`src/rtl/door_pkg.sv`:
```
// Shared constants and input indexing for the door input conditioning slice.
// Latency: none (declarations only).
// Backpressure: none (declarations only).
`timescale 1ns/1ps
package door_pkg;

  localparam int CLK2M_HZ           = 2_000_000;
  localparam int DEB_CYCLES_DEFAULT = 20000;
  localparam int NUM_IN             = 4;

  // Bit positions of the conditioned inputs inside the packed raw/stable vectors.
  typedef enum logic [1:0] {
    IN_KEY_UP     = 2'd0,
    IN_KEY_DOWN   = 2'd1,
    IN_SENSE_UP   = 2'd2,
    IN_SENSE_DOWN = 2'd3
  } door_in_e;

endpackage

```
`src/rtl/debounce_cell_1596.sv`:
```
// Purpose: 2-FF synchroniser plus stability counter producing an accepted (debounced) level.
// Latency: a clean change on raw shows on stable at the (DEB_CYCLES+2)th rising edge.
// Backpressure: none; free-running on every clk2m edge.
`timescale 1ns/1ps
module debounce_cell_1596 #(
  parameter int DEB_CYCLES = 20000
) (
  input  logic clk2m,
  input  logic rst_n,
  input  logic raw,
  output logic stable
);

  localparam int             CW       = $clog2(DEB_CYCLES);
  localparam logic [CW-1:0]  CNT_LAST = CW'(DEB_CYCLES - 1);

  logic          meta;
  logic          sync;
  logic [CW-1:0] cnt;

  // Two-stage synchroniser: raw is asynchronous to clk2m.
  always_ff @(posedge clk2m or negedge rst_n) begin
    if (!rst_n) begin
      meta <= 1'b0;
      sync <= 1'b0;
    end else begin
      meta <= raw;
      sync <= meta;
    end
  end

  // Count consecutive cycles where the synchronised input disagrees with the accepted
  // level; any agreement (a bounce) restarts the count. The counter is cleared on
  // acceptance, so it never reaches DEB_CYCLES and cannot wrap.
  always_ff @(posedge clk2m or negedge rst_n) begin
    if (!rst_n) begin
      cnt    <= '0;
      stable <= 1'b0;
    end else if (sync == stable) begin
      cnt    <= '0;
    end else if (cnt == CNT_LAST) begin
      stable <= sync;
      cnt    <= '0;
    end else begin
      cnt    <= cnt + CW'(1);
    end
  end

endmodule

```
`src/rtl/door_input_cond_1596.sv`:
```
// Purpose: condition door pushbuttons/end sensors into key pulses and clean sensor levels.
// Latency: sensor level at edge DEB_CYCLES+2, key pulse at edge DEB_CYCLES+3 after a raw change.
// Backpressure: none. Optional macro DOOR_SENSE_FAULT_EN adds the sticky both-sensors fault.
`timescale 1ns/1ps
module door_input_cond_1596
  import door_pkg::*;
#(
  parameter int DEB_CYCLES = DEB_CYCLES_DEFAULT
) (
  input  logic clk2m,
  input  logic rst_n,
  input  logic key_up_raw,
  input  logic key_down_raw,
  input  logic sense_up_raw,
  input  logic sense_down_raw,
  output logic key_up,
  output logic key_down,
  output logic sense_up,
  output logic sense_down,
  output logic sense_fault
);

  logic [NUM_IN-1:0] raw_vec;
  logic [NUM_IN-1:0] stable_vec;
  logic              stable_up_d;
  logic              stable_down_d;
  logic              rise_up;
  logic              rise_down;
  logic              key_up_q;
  logic              key_down_q;

  assign raw_vec[IN_KEY_UP]     = key_up_raw;
  assign raw_vec[IN_KEY_DOWN]   = key_down_raw;
  assign raw_vec[IN_SENSE_UP]   = sense_up_raw;
  assign raw_vec[IN_SENSE_DOWN] = sense_down_raw;

  for (genvar g = 0; g < NUM_IN; g++) begin : g_deb
    debounce_cell_1596 #(
      .DEB_CYCLES (DEB_CYCLES)
    ) u_deb (
      .clk2m  (clk2m),
      .rst_n  (rst_n),
      .raw    (raw_vec[g]),
      .stable (stable_vec[g])
    );
  end

  // Rising edges of the accepted key levels; a simultaneous rise of both keys is
  // ambiguous to the door FSM, so it is dropped entirely.
  assign rise_up   = stable_vec[IN_KEY_UP]   & ~stable_up_d;
  assign rise_down = stable_vec[IN_KEY_DOWN] & ~stable_down_d;

  // Delayed key levels and one-cycle press pulses; both reset low so reset
  // release never produces a pulse.
  always_ff @(posedge clk2m or negedge rst_n) begin
    if (!rst_n) begin
      stable_up_d   <= 1'b0;
      stable_down_d <= 1'b0;
      key_up_q      <= 1'b0;
      key_down_q    <= 1'b0;
    end else begin
      stable_up_d   <= stable_vec[IN_KEY_UP];
      stable_down_d <= stable_vec[IN_KEY_DOWN];
      key_up_q      <= rise_up   & ~rise_down;
      key_down_q    <= rise_down & ~rise_up;
    end
  end

`ifdef DOOR_SENSE_FAULT_EN
  logic fault_q;

  // Both end positions active at once is physically impossible: latch the fault
  // until reset and silence everything the FSM would act on.
  always_ff @(posedge clk2m or negedge rst_n) begin
    if (!rst_n) begin
      fault_q <= 1'b0;
    end else if (stable_vec[IN_SENSE_UP] & stable_vec[IN_SENSE_DOWN]) begin
      fault_q <= 1'b1;
    end
  end

  assign sense_fault = fault_q;
  assign key_up      = key_up_q   & ~fault_q;
  assign key_down    = key_down_q & ~fault_q;
  assign sense_up    = stable_vec[IN_SENSE_UP]   & ~fault_q;
  assign sense_down  = stable_vec[IN_SENSE_DOWN] & ~fault_q;
`else
  // The fault port stays for fixed wiring to the FSM but carries no logic.
  assign sense_fault = 1'b0;
  assign key_up      = key_up_q;
  assign key_down    = key_down_q;
  assign sense_up    = stable_vec[IN_SENSE_UP];
  assign sense_down  = stable_vec[IN_SENSE_DOWN];
`endif

endmodule
```
`config.mk`:
```
export PLATFORM = sky130hd
export DESIGN_NAME = door_input_cond_1596
export DESIGN_NICKNAME = d
export VERILOG_FILES = /design/src/rtl/door_pkg.sv /design/src/rtl/debounce_cell_1596.sv /design/src/rtl/door_input_cond_1596.sv
export SDC_FILE = /design/constraint.sdc
export NUM_CORES = 1
export LEC_CHECK = 0
export ABC_AREA = 1
export CORE_MARGIN = 3
export CORE_UTILIZATION = 65
export DETAILED_ROUTE_END_ITERATION = 12
export DONT_BUFFER_PORTS = 1
export PLACE_DENSITY = 0.81
export SETUP_SLACK_MARGIN = 0.02
export SYNTH_ARGS = -nofsm -noshare
export SYNTH_HDL_FRONTEND = slang
export SYNTH_SLANG_ARGS = --single-unit
```
`constraint.sdc`:
```
create_clock -name clk2m -period 3.8 [get_ports clk2m]
set_input_delay 0.76 -clock clk2m [delete_from_list [all_inputs] [get_ports clk2m]]
set_output_delay 0.76 -clock clk2m [all_outputs]
set_load 0.1 [all_outputs]
```
==> flow_summary.ini, run 1 <==
[setup_path]
crit_arrival_ns = 1.33
crit_start = g_deb[2].u_deb.stable
worstPathMaxFanout = 3
r2r-end = g_deb[3].u_deb.cnt[9]
crit_path_end_kind = output pin
setup.worst_path.class = flop to output pin
path_depth = 0
start_kind = flop
r2r-start = g_deb[3].u_deb.stable
reg2reg_depth = 4
critPathCapture = sense_up
r2r_slack_ns = 1.85
worstPathRequired_ns = 3.04

[global_route]
grt.busiest_layer = met2
grt_pass1_vias = 2863
antenna_found_initial = 0
met3_usage = 0.0445
grt_util_all_layers = 0.241
overflow = 0
grt_util_met2 = 0.403
grt_max_degree = 77
use_met1 = 0.307
grt_first_pass_wirelength_um = 12300

[yosys]
synth_area_leaders = dfrtp_1 (50%), nor2_1 (12%), nand2_1 (10%)
synth_top_cell_area_share = 0.503
synth_warnings = 0
ys.flop_type = dfrtp_1
synth_commonest_cells = nor2_1 (118), nand2_1 (104), dfrtp_1 (76)
yosysSeqAreaShare = 0.503
syn_nets = 491
avgSynthCellArea_um2 = 7.86
synth_seq_cells = 76
synth_top_area_cell = dfrtp_1
synth-edff-count = 0
synthCells = 481
synthArstFlopShare = 1.00
synth_most_common_cell = nor2_1
syn_area_um2 = 3780
synth_cell_type_count = 24

[routing]
ant_nets = 0
vias = 3049
vias_per_cell = 5.38
drt_pass1_iterations = 4
finalWirelength_um = 7320
drt_iter0_markers = 215
drc_errors = 0
drt-wirelength-per-cell_um = 12.9

[sta]
rsz0062_at_grt = false
setup_tns_ns = 0
worst_pin_slew_ns = 0.962
drv_slew = 0
fin_hold_ws_ns = 0.103
slew_headroom = 0.359
skew_ns = 0.00869
finalCriticalPeriod_ns = 2.09
finalSetupViolations = 0
clock.fmax_mhz = 479
timing.final.crit_share = 0.549
timing_hold_violations_final = 0

[die]
die-area_um2 = 6770
ios = 11
die_height_um = 82.3
start_util = 0.678
core_area_um2 = 5570
num_rows = 27
die_x_um = 82.3

[power]
power.leakage_nw = 1.78
internal_power_w = 0.00124
combPwrFrac = 0.025
irDropWorstVdd_uv = 346
clock_power_share = 0.441
power.total_w = 0.00156
p_sw_frac = 0.208
p_switching_w = 0.000325
power_density_nw_per_um2 = 382
sequentialPowerShare = 0.534

[hold_path]
hold_path.class = primary input to async pin

[placement]
place.gp.congestion = 0.876
io_buffers = 0
place_hpwl_um = 5220

[final_layout]
area_delta_synth_final_pct = 8.11
utilization = 0.733
layout.nets = 501
drive_gt1_frac = 0.0808
antenna_cells = 0

[cts]
cts_setup_buffers = 0
clk_latency_ns = 0.34
clock_sinks = 76
cts_tree = built
clk_pin_slew_ns = 0.08
clk_path_buf_depth = 2
hold_buffers = 0
cts-resized-gates = 0
cts-root-buf = clkbuf_8
htree_levels = 3
cts_buffers = 9

[job]
maxCapViolations = 0

[outcome]
outcome = complete, no violations
==> metrics by stage <==
step / instance area, µm² / instances / worst slack [ns]
finish: 4090 / 567 / 1.71
global route: 4090 / 567 / 1.69
CTS: 4090 / 567 / 1.70
detailed placement: 3860 / 552 / 1.84
global placement: 3860 / 552 / 1.95
floorplan: 3780 / 481 / 2.11
==> metal layers <==
metal / vias up / part of all wire
met5: - / 0
met4: 0 / 0.017
met3: 11 / 0.041
met2: 84 / 0.49
met1: 1426 / 0.46
li1: 1528 / -
==> logic make-up (layout without fill, tap and decap cells) <==
logic type	after synthesis	after routing	share of synthesized area
other	1	1	0.000992
flip-flops	76	76	0.503
buffers and inverters	56	70	0.0566
AO/OA/AOI/OAI	29	29	0.0443
XOR/XNOR	19	19	0.0480
AND/OR/NAND/NOR	296	296	0.334
adder cells (fa/ha/maj)	4	4	0.0132
==> how the worst min path moves through the flow <==
stage / start / to / slack, ns / depth (start not counted)
finish: rst_n / g_deb[3].u_deb.cnt[2] / 0.10 / 0
global route: rst_n / g_deb[3].u_deb.cnt[2] / 0.08 / 0
CTS: rst_n / g_deb[3].u_deb.stable / 0.09 / 0
detailed placement: g_deb[3].u_deb.meta / g_deb[3].u_deb.sync / 0.34 / 0
global placement: g_deb[3].u_deb.meta / g_deb[3].u_deb.sync / 0.33 / 0
floorplan: g_deb[0].u_deb.meta / g_deb[0].u_deb.sync / 0.33 / 0
==> cell usage in the layout, fill, tap and decap left out, drive strengths merged, types with 11 or more instances in the layout <==
master | Yosys | final
nand4 | 11 | 11
xor2 | 15 | 15
inv | 55 | 55
nor2 | 126 | 126
dfrtp | 76 | 76
o21ai | 11 | 11
nand2 | 113 | 113
clkbuf | 0 | 11
nand3 | 35 | 35
==> state kept, by name, summed over array words and instances (netlist names) <==
signal and count:
key_down 1, g_deb.u_deb.cnt 60, stable_down_d 1, key_up 1, g_deb.u_deb.meta 4, g_deb.u_deb.sync 4
stable_up_d 1, g_deb.u_deb.stable 4
==> power by group through the flow <==
stage               Sequential (W)  Combinational (W)  Clock, W
global route              0.000836          0.0000460  0.000733
global placement          0.000849          0.0000380         0
detailed placement        0.000849          0.0000392         0
floorplan                 0.000847          0.0000329         0
finish                    0.000834          0.0000388  0.000688
CTS                       0.000834          0.0000395  0.000697
==> layout make-up <==
type	instances	area [µm²]
Fill cell	434	1490
Tap cell	72	90.1
Multi-Input combinational cell	349	1670
Clock inverter	4	72.6
Inverter	55	206
Sequential cell	76	1900
Clock buffer	11	151
(Power assumes the default switching activity.)
==> run 2, diff against run 1 <==
- CORE_UTILIZATION: 65 -> 57
- PLACE_DENSITY: 0.81 -> 0.75
- clock period: 3.8 -> 1.7 ns (I/O delays scaled with it)
==> run 2 against run 1 <==
- the flow now finishes with violations (hold timing)
- via count shrank 0.69%
- register-to-register slack got worse by 1.6 ns
- highest routed layer unchanged
- sequential power grew 120%
==> flow_summary.ini, run 2 (same netlist as run 1, synthesis figures left out) <==
[die]
die_x_um = 87.4
start_util = 0.592
die_height_um = 87.4
core_area_um2 = 6390
num_rows = 29
die-area_um2 = 7650
ios = 11

[cts]
clk_pin_slew_ns = 0.08
clk_latency_ns = 0.34
cts_tree = built
htree_levels = 3
clock_sinks = 76
cts-root-buf = clkbuf_8
cts-resized-gates = 0
cts_buffers = 9
clk_path_buf_depth = 2

[global_route]
grt_first_pass_wirelength_um = 12500
grt_pass1_vias = 2852
antenna_found_initial = 0
grt_max_degree = 77
overflow = 0
grt_util_all_layers = 0.210

[power]
power_density_nw_per_um2 = 805
irDropWorstVdd_uv = 767
power.leakage_nw = 1.81

[setup_path]
cpMaxStageDelayCell = dfrtp_1
critPathMaxStageDelay_ns = 0.39
worstPathMaxFanout = 7
start_kind = flop
worstPathRequired_ns = 1.94
crit_family = simple AND/OR/NAND/NOR gates
crit_arrival_ns = 1.68
path_common_cell = nand2_1
crit_path_cell_trace = ha_1 > nand2_1 > inv_1 > nand2_1 > nor2_1 > nand2_1 > nand2_4 > nor2_1
cp_num_buf_inv = 1
setup.worst_path.class = flop to flop
crit_path_end_kind = flop

[job]
maxCapViolations = 0

[sta]
finalSetupViolations = 0
rsz0062_at_grt = false
setup_tns_ns = 0
skew_ns = 0.00789
drv_slew = 0
timing.final.crit_share = 0.845
timing_hold_violations_final = 76
clock.fmax_mhz = 696
fin_hold_ws_ns = -0.316
finalCriticalPeriod_ns = 1.44

[routing]
drt_iter0_markers = 210
drc_errors = 0
vias = 3028
ant_nets = 0
finalWirelength_um = 7160
drt_pass1_iterations = 4
drt-wirelength-per-cell_um = 12.3
vias_per_cell = 5.19

[final_layout]
area_delta_synth_final_pct = 10.1
fillers = 550
layout_common_cells = nor2_1 (118), nand2_1 (104), dfrtp_1 (76), inv_1 (51), nand3_1 (35)
final_common_cell = nor2_1
top_register = g_deb.u_deb.cnt
drive_gt1_frac = 0.0929
largest_register_ffs = 60
antenna_cells = 0
layout.nets = 511

[hold_path]
hold_path.class = primary input to async pin

[placement]
place.gp.congestion = 0.895
place_hpwl_um = 5230
io_buffers = 0

[outcome]
outcome = finished, violations left
violations = hold timing
==> run 2: cell type report <==
class	count	area, µm²	area share
flip-flops and latches	76	1900	0.457
multi-input cells	349	1670	0.400
inverters	55	206	0.0496
clock buffers	10	138	0.0331
well taps	77	96.3	0.0231
repair buffers	10	85.1	0.0204
clock inverters	6	71.3	0.0171
==> run 2: worst register-to-register path: cells and delay by family, from the launching register on <==
kind          cells  cell delay [ns]
fa+ha+maj         1             0.18
buf+inv           1             0.09
flops             1             0.39
simple gates      6             0.68
==> run 2: stage by stage <==
step / util / std cells / setup WS (ns) / instance area [µm²] / power [W]
after CTS: 0.650 / 582 / 0.263 / 4150 / 0.00340
after global placement: 0.613 / 563 / 0.314 / 3920 / 0.00199
after floorplan: - / 481 / 0.0411 / 3780 / 0.00197
final: 0.652 / 583 / 0.264 / 4160 / 0.00335
after global routing: 0.652 / 583 / 0.0237 / 4160 / 0.00349
after detailed placement: 0.613 / 563 / 0.279 / 3920 / 0.00199
==> run 2: final timing paths <==
check	start	end	slack [ns]	cells after the start
worst max-delay path	g_deb[0].u_deb.cnt[0]	g_deb[0].u_deb.cnt[14]	0.26	8
worst min-delay path	rst_n	g_deb[3].u_deb.cnt[4]	-0.32	0
worst max register to register	g_deb[0].u_deb.cnt[0]	g_deb[0].u_deb.cnt[14]	0.26	8
worst min register to register	g_deb[2].u_deb.meta	g_deb[2].u_deb.sync	0.35	0
max in group asynchronous	rst_n	g_deb[3].u_deb.meta	1.88	0
min in group clk2m	g_deb[2].u_deb.meta	g_deb[2].u_deb.sync	0.35	0
==> run 2: power breakdown <==
| part | switching, W | internal, W |
|---|---|---|
| sequential | 0.0000238 | 0.00184 |
| clock | 0.000664 | 0.000727 |
| combinational | 0.0000628 | 0.0000345 |
==> run 2: what timing repair did <==
item                                   in CTS  in global routing
setup buffers                               0                  0
endpoints found under the hold margin      79                 77
hold buffers                                3                  1
==> run 2: layer usage <==
metal  vias to the layer above  wire length (µm)  global-route usage
met5                         -                 0                   0
met4                         0               112              0.0683
li1                       1543                 -                   -
met3                        13               347              0.0643
met2                        65              3160               0.317
met1                      1407              3530               0.290
